## src/rtl/mem_arbiter.sv

```systemverilog
// Two-port arbiter in front of a single data memory: processor port (p0) and
// loader/debug port (p1), with registered grants and bounded bursts per owner.
module mem_arbiter #(
    parameter int WIDTH     = 32,
    parameter int ADDR_W    = 8,
    parameter int BURST_MAX = 4
) (
    input  logic              CLK,
    input  logic              RST_N,
    input  logic              p0_req,
    input  logic              p1_req,
    input  logic              p0_we,
    input  logic              p1_we,
    input  logic [WIDTH-1:0]  p0_addr,
    input  logic [WIDTH-1:0]  p1_addr,
    input  logic [WIDTH-1:0]  p0_wdata,
    input  logic [WIDTH-1:0]  p1_wdata,
    input  logic [2:0]        p0_len,
    input  logic [2:0]        p1_len,
    output logic              p0_gnt,
    output logic              p1_gnt,
    output logic              p0_stall,
    output logic              p1_stall,
    output logic [WIDTH-1:0]  p0_rdata,
    output logic [WIDTH-1:0]  p1_rdata,
    output logic [ADDR_W-1:0] mem_addr,
    output logic [WIDTH-1:0]  mem_in,
    output logic [2:0]        mem_len,
    output logic              mem_read,
    output logic              mem_write,
    input  logic [WIDTH-1:0]  mem_out
);

    typedef enum logic [1:0] {
        IDLE = 2'd0,
        OWN0 = 2'd1,
        OWN1 = 2'd2
    } state_t;

    localparam logic [2:0] BMAX3 = 3'(BURST_MAX);
    localparam logic [3:0] BMAX4 = 4'(BURST_MAX);

    state_t     state_r;
    state_t     state_s;
    logic [2:0] beat_r;
    logic [2:0] beat_s;
    logic       last_owner_r;
    logic       last_owner_s;
    logic       gnt0_r;
    logic       gnt1_r;
    logic       access0_s;
    logic       access1_s;
    logic       burst_done_s;

    // Upper address bits are not forwarded to the memory.
    logic unused_addr_s;
    assign unused_addr_s = ^{p0_addr[WIDTH-1:ADDR_W], p1_addr[WIDTH-1:ADDR_W]};

    assign access0_s = gnt0_r & p0_req;
    assign access1_s = gnt1_r & p1_req;
    // True when the beat being performed this cycle (or an earlier one) fills the burst.
    assign burst_done_s = (({1'b0, beat_r} + 4'd1) >= BMAX4);

    // Next-state, burst counter and last-owner computation.
    always_comb begin
        state_s      = state_r;
        beat_s       = beat_r;
        last_owner_s = last_owner_r;
        case (state_r)
            IDLE: begin
                if (p0_req && p1_req) begin
                    state_s = last_owner_r ? OWN0 : OWN1;
                end else if (p0_req) begin
                    state_s = OWN0;
                end else if (p1_req) begin
                    state_s = OWN1;
                end else begin
                    state_s = IDLE;
                end
            end
            OWN0: begin
                if (!p0_req) begin
                    state_s = p1_req ? OWN1 : IDLE;
                end else if (burst_done_s && p1_req) begin
                    state_s = OWN1;
                end else begin
                    state_s = OWN0;
                end
            end
            OWN1: begin
                if (!p1_req) begin
                    state_s = p0_req ? OWN0 : IDLE;
                end else if (burst_done_s && p0_req) begin
                    state_s = OWN0;
                end else begin
                    state_s = OWN1;
                end
            end
            default: begin
                state_s = IDLE;
            end
        endcase

        if (state_s != state_r) begin
            beat_s = 3'd0;
        end else if ((access0_s || access1_s) && (beat_r < BMAX3)) begin
            beat_s = beat_r + 3'd1;
        end else begin
            beat_s = beat_r;
        end

        case (state_s)
            OWN0:    last_owner_s = 1'b0;
            OWN1:    last_owner_s = 1'b1;
            default: last_owner_s = last_owner_r;
        endcase
    end

    // State and grant registers; grants mirror the registered state.
    always_ff @(posedge CLK or negedge RST_N) begin
        if (!RST_N) begin
            state_r      <= IDLE;
            beat_r       <= 3'd0;
            last_owner_r <= 1'b1;
            gnt0_r       <= 1'b0;
            gnt1_r       <= 1'b0;
        end else begin
            state_r      <= state_s;
            beat_r       <= beat_s;
            last_owner_r <= last_owner_s;
            gnt0_r       <= (state_s == OWN0);
            gnt1_r       <= (state_s == OWN1);
        end
    end

    assign p0_gnt   = gnt0_r;
    assign p1_gnt   = gnt1_r;
    assign p0_stall = p0_req & ~gnt0_r;
    assign p1_stall = p1_req & ~gnt1_r;

    // Memory-side mux: everything idles at zero when no access is in progress.
    always_comb begin
        mem_addr  = '0;
        mem_in    = '0;
        mem_len   = 3'd0;
        mem_read  = 1'b0;
        mem_write = 1'b0;
        p0_rdata  = '0;
        p1_rdata  = '0;
        if (access0_s) begin
            mem_addr  = p0_addr[ADDR_W-1:0];
            mem_in    = p0_wdata;
            mem_len   = p0_len;
            mem_read  = ~p0_we;
            mem_write = p0_we;
            p0_rdata  = p0_we ? '0 : mem_out;
        end else if (access1_s) begin
            mem_addr  = p1_addr[ADDR_W-1:0];
            mem_in    = p1_wdata;
            mem_len   = p1_len;
            mem_read  = ~p1_we;
            mem_write = p1_we;
            p1_rdata  = p1_we ? '0 : mem_out;
        end else begin
            mem_addr  = '0;
        end
    end

endmodule

```

## config.mk

```make
export PLATFORM = sky130hd
export DESIGN_NAME = mem_arbiter
export DESIGN_NICKNAME = d
export VERILOG_FILES = /design/src/rtl/mem_arbiter.sv
export SDC_FILE = /design/constraint.sdc
export NUM_CORES = 1
export LEC_CHECK = 0
export CAP_MARGIN = 20
export CORE_AREA = 10 10 103 105
export CTS_BUF_LIST = sky130_fd_sc_hd__clkbuf_4 sky130_fd_sc_hd__clkbuf_8
export CTS_CLUSTER_SIZE = 28
export DETAILED_ROUTE_END_ITERATION = 7
export DIE_AREA = 0 0 113 115
export PLACE_DENSITY = 0.7
export SLEW_MARGIN = 0
export SYNTH_ARGS = -nofsm -noshare
export SYNTH_HDL_FRONTEND = slang
export SYNTH_SLANG_ARGS = --single-unit
```

## constraint.sdc

```tcl
create_clock -name CLK -period 3 [get_ports CLK]
set_clock_uncertainty 0.1 [all_clocks]
set_input_delay 0.6 -clock CLK [delete_from_list [all_inputs] [get_ports CLK]]
set_output_delay 0.6 -clock CLK [all_outputs]
set_load 0.03 [all_outputs]
```

**Word level (Yosys, flattened, before mapping)**

Index checks and enable logic that the tools add are counted.
W data, S select, Z words.

- Output and inout port bits: 113
- Logic and storage cells: 58
- Register bits after elaboration: 8

- Reductions and logical operators: 8
- $lt $le $gt $ge: 2
- Add/sub/neg operators: 2
- Equal/unequal tests: 5
- Multiplexer cells: 28
- Bitwise operators: 8

Operator list:

| cell | count |
|---|---|
| $mux W32 | 7 |
| $mux W2 | 8 |
| $mux W8 | 2 |
| $mux W3 | 4 |
| $pmux W2 S3 | 1 |
| $mux W1 | 5 |
| $add A3 B1 Y4 const B | 1 |
| $and A1 B1 Y1 | 4 |
| $eq A2 B1 Y1 const B | 2 |
| $eq A2 B2 Y1 const B | 2 |
| $ge A4 B3 Y1 const B | 1 |
| $logic_and A1 B1 Y1 | 4 |
| $not A1 Y1 | 4 |
| $reduce_bool A2 Y1 | 2 |
| $add A3 B1 Y3 const B | 1 |
| $lt A3 B3 Y1 const B | 1 |
| $logic_not A2 Y1 | 1 |
| $ne A2 B2 Y1 | 1 |
| $pmux W1 S2 | 1 |
| $logic_or A1 B1 Y1 | 1 |

**Logic depth before layout (Yosys ltp)**

- Depth after elaboration: 8
- Mapped depth: 7
- Mapped depth without buffers: 7

**Worst setup path before layout**

OpenSTA, ideal clock, no wires.

- Path kind: input to output
- Start point: input p0_req
- End point: output p1_rdata[10]
- Data arrival time: 1.695 ns
- Stages on the path: 6
- Path buffers: 3
- Slack: 0.605 ns
- Cell sequence: buf_6 -> and2_1 -> buf_4 -> nor3_4 -> clkbuf_2 -> and2_1

- Longest elaborated chain between the ends: 2

Ends and longest elaborated chain:

| item | line | RTL |
|---|---|---|
| start, declared | 10 | `input logic p0_req,` |
| $and A1 B1 Y1 | 59 | `assign access0_s = gnt0_r & p0_req;` |
| $mux W32 | 150 | `if (access0_s) begin` |
| end, declared | 25 | `output logic [WIDTH-1:0] p1_rdata,` |

Every way passes these cells.

**Worst setup path in the final report**

- Start point: input p0_req
- End point: output p0_rdata[15]

- Longest elaborated chain between the ends: 2

Ends and longest elaborated chain:

| item | line | RTL |
|---|---|---|
| $and A1 B1 Y1 | 59 |  |
| $mux W32 | 150 |  |
| end, declared | 24 | `output logic [WIDTH-1:0] p0_rdata,` |

Every way passes these cells.

==> results.tsv <==
stage	metric	value	unit
setup_path	Buffers & Inverters on Critical Path	4	
power	power share of the sequential group	14.4	%
power	power per standard cell area	284.5	nW/µm²
final_layout	number of nets in the layout	581	
synth	synthesized area	1379	µm²
synth	post-synthesis compound-gate area fraction	36.84	%
floorplanning	die outline height	115	µm
power	Psw	0.4503	mW
synth	area share of the largest cell type after synthesis	29.49	%
routing	routed wire length	9602	µm
global_route	via count of the first global-routing pass	2243	
power	Power Internal	0.6126	mW
synth	Synth warnings	0	
global_route	pin count of the biggest net entering global routing	45	
synth	mux cell area share after synthesis	2.995	%
sta	max-slew violation total from the final report	0	
final_layout	final-layout fill cell count	835	
routing	met3 wire length	741	µm
clocking	CTS tree	done	
sta	Period minus WS final	2.806	ns
sta	transition time at the pin with the least slew margin	0.3550	ns
min_path	Hold/Removal Path Class	flip-flop to flip-flop	
synth	number of cells produced by synthesis	176	
global_route	global-route usage over all layers	13.14	%
placed_design	GPL Wtd Cong	0.7700	
synth	top area cells in the synthesized netlist	and2_1, a22o_1, dfrtp_1	
routing	detailed-route wire length per cell	18.72	µm
routing	average vias per placed instance	4.349	
setup_path	maximum fanout along the worst path	33	
synth	total of flip-flops plus latches after synthesis	8	
setup_path	Worst Setup Path Type	input port to primary output	
placed_design	dpl hpwl	8312	µm
synth	simple logic cell fraction of the synthesized area	35.57	%
final_layout	Inserted Diodes	0	
clocking	sinks on the clock net	8	
synth	post-synthesis share of cell area spent on xor and xnor gates	0.6352	%
setup_path	type of origin of the critical path	input port	
clocking	CTS H-tree depth	1	
sta	sum of negative setup slack	0	ns
synth	dominant combinational cell family by area after synthesis	compound AO/OA/AOI/OAI gates	
synth	count of flip-flops with a built-in enable after synthesis	0	
sta	normalized max-slew margin	76.26	%
power	Sw Ratio	42.36	%
routing	DRC violation count after routing	0	
setup_path	crit path cell chain	clkdlybuf4s50_1, buf_4, nand2_1, nor2_1, buf_12, and2_1, buf_12	
routing	top routing layer in use	met4	
synth	proportion of synthesized chip area in sequential cells	14.61	%
power	proportion of power drawn by combinational gates	72.1	%
synth	post-synthesis share of cell area spent on full adders, half adders and majority gates	2.722	%
setup_path	Worst path slowest cell	clkdlybuf4s50_1	
sta	Peak Freq	356.4	MHz
routing	first-iteration detailed-routing DRC count	115	
synth	post-synthesis cell type with the largest combined area	and2_1	
power	total power draw	1.063	mW
synth	Synth Flop Type	dfrtp_1	
sta	unrepaired setup endpoints after global routing	false	
setup_path	worst stage delay on the critical path	0.51	ns
global_route	antenna violations before repair	0	
run_status	outcome	completed	
synth	most numerous cell in the Yosys netlist	and2_1	
sta	period utilization	93.52	%
floorplanning	# rows	34	
routing	WL met1	3432	µm
clocking	clock transition at the registers of the reported paths	0.04	ns
floorplanning	ports placed on the boundary	285	
clocking	Root Buffer	clkbuf_8	
setup_path	cell type with the highest occurrence count on the critical path	buf_12	
power	static leakage	1.759	nW
global_route	wire length of the first global-routing pass	13740	µm
clocking	total of hold buffers inserted after clock tree synthesis	0	
clocking	Gates resized, CTS repair	0	
clocking	clock insertion delay at the later pin of the skew report	0.23	ns
routing	total via count after detailed routing	2231	
sta	number of failing setup endpoints in the final timing report	0	
synth	fraction of registers with async set/reset	100.0	%
final_layout	share of layout cells above drive strength 1	30.86	%
synth	distinct cell type count of the synthesized netlist	32	
setup_path	type of destination of the critical path	primary output	
floorplanning	die width	113	µm
final_layout	final core utilization	43.69	%
routing	length of routed met2 wiring	5324	µm
clocking	Setup Fix Bufs, Post-CTS	0	
clocking	largest buffer count on any clock path	2	
run	Max Cap Violations	0	
synth	synth cell count leaders	and2_1, a22o_1, a21oi_1, dfrtp_1, clkbuf_1	
setup_path	Crit path required time	2.30	ns
global_route	Overflow after GRT	0	
placed_design	number of port buffers	236	
clocking	number of buffers added by the clock tree synthesis step	3	
floorplanning	Starting Density	16.13	%
routing	number of routed nets with antenna violations	0	
final_layout	layout overhead on the synthesized area	171.0	%
synth	Synth Net Count	351	
synth	Avg Synthesized Cell Area	7.834	µm²
power	worst voltage drop across the vdd grid	0.0002700	V
floorplanning	die area	13000	µm²
setup_path	critical path data arrival time	2.11	ns
setup_path	cell family with most CP delay	buffers and inverters	
sta	number of failing hold endpoints at the final stage	0	
routing	first drt pass iteration count	4	
power	relative contribution of the clock network to total power	13.5	%
floorplanning	placeable core area	8551	µm²
## power groups by stage
stage | clock network (mW) | registers, mW | logic [mW]
6_report | 0.143 | 0.153 | 0.766
5_1_grt | 0.155 | 0.155 | 0.815
3_5_place_dp | 0 | 0.153 | 0.773
3_3_place_gp | 0 | 0.151 | 0.764
2_1_floorplan | 0 | 0.157 | 0.376
4_1_cts | 0.148 | 0.152 | 0.776
## registers in the layout (all words and copies together), names as in the netlist
name / count
beat_r: 3
last_owner_r: 1
p0_gnt: 1
p1_gnt: 1
state_r: 2
## worst paths after layout
path	cells after the start	slack (ns)	endpoint	startpoint
max	7	0.19	p0_rdata[15]	p0_req
min	2	0.48	beat_r[1]$_DFFE_PN0P_	beat_r[1]$_DFFE_PN0P_
max reg2reg	7	0.82	last_owner_r$_DFFE_PN1P_	beat_r[0]$_DFFE_PN0P_
min reg2reg	2	0.48	beat_r[1]$_DFFE_PN0P_	beat_r[1]$_DFFE_PN0P_
max in group asynchronous	1	1.95	last_owner_r$_DFFE_PN1P_	RST_N
min in group asynchronous	1	0.55	p1_gnt$_DFF_PN0_	RST_N
## through the flow
stage,instance area [µm²],setup WS [ns],hold slack [ns],instances
floorplan,1379,0.6046,0.2044,176
finish,3736,0.1945,0.4793,513
detailed placement,3687,0.1919,0.4764,509
global placement,3687,0.1859,0.4649,509
CTS,3736,0.1773,0.4857,513
global route,3736,0.09212,0.5410,513
## placed cells by master, fill, tap and decap left out
cell type,instances
nor3_4,1
or2_2,1
nor2_1,3
nor2b_1,1
o2111ai_1,1
o211a_1,1
o21ai_0,2
and2_1,64
and2_2,1
nand2b_1,1
inv_1,3
clkbuf_8,3
clkdlybuf4s50_1,127
o211ai_1,1
o31ai_1,1
a22o_1,44
clkbuf_4,1
nand2_1,5
dfstp_2,1
a21o_1,2
a21boi_0,1
mux2_2,1
dfrtp_1,7
a41oi_2,1
xnor2_1,1
or4_1,1
ha_1,3
mux2i_1,3
a21oi_1,8
buf_12,10
nor2_4,1
buf_4,104
## layout make-up
type                    count  area (µm²)  share of cell area [%]
inverters                   3       11.26                  0.3014
repair buffers            241        2252                   60.28
well taps                 108       135.1                   3.617
clock buffers               4       48.80                   1.306
multi-input cells         149        1087                   29.10
flip-flops and latches      8       201.4                   5.392
## cell families after synthesis
| logic type | Yosys count |
|---|---|
| simple gates | 79 |
| compound gates | 62 |
| buf+inv | 19 |
| flops | 8 |
| mux | 4 |
| fa+ha+maj | 3 |
| xor+xnor | 1 |
## tightest hold or removal path, delay by kind of cell, from the launching register on
family | cells | cell delay (ns)
flip-flops | 1 | 0.35
multiplexers | 1 | 0.08
AO/OA/AOI/OAI | 1 | 0.10
## per-layer routing
layer  GRT usage [%]  vias to the layer above
met2           25.46                      109
met1           13.74                     1017
met5               0                        -
li1                -                     1096
met3           3.594                        9
met4           2.792                        0
Note: power is estimated with default switching activity, not from simulation.
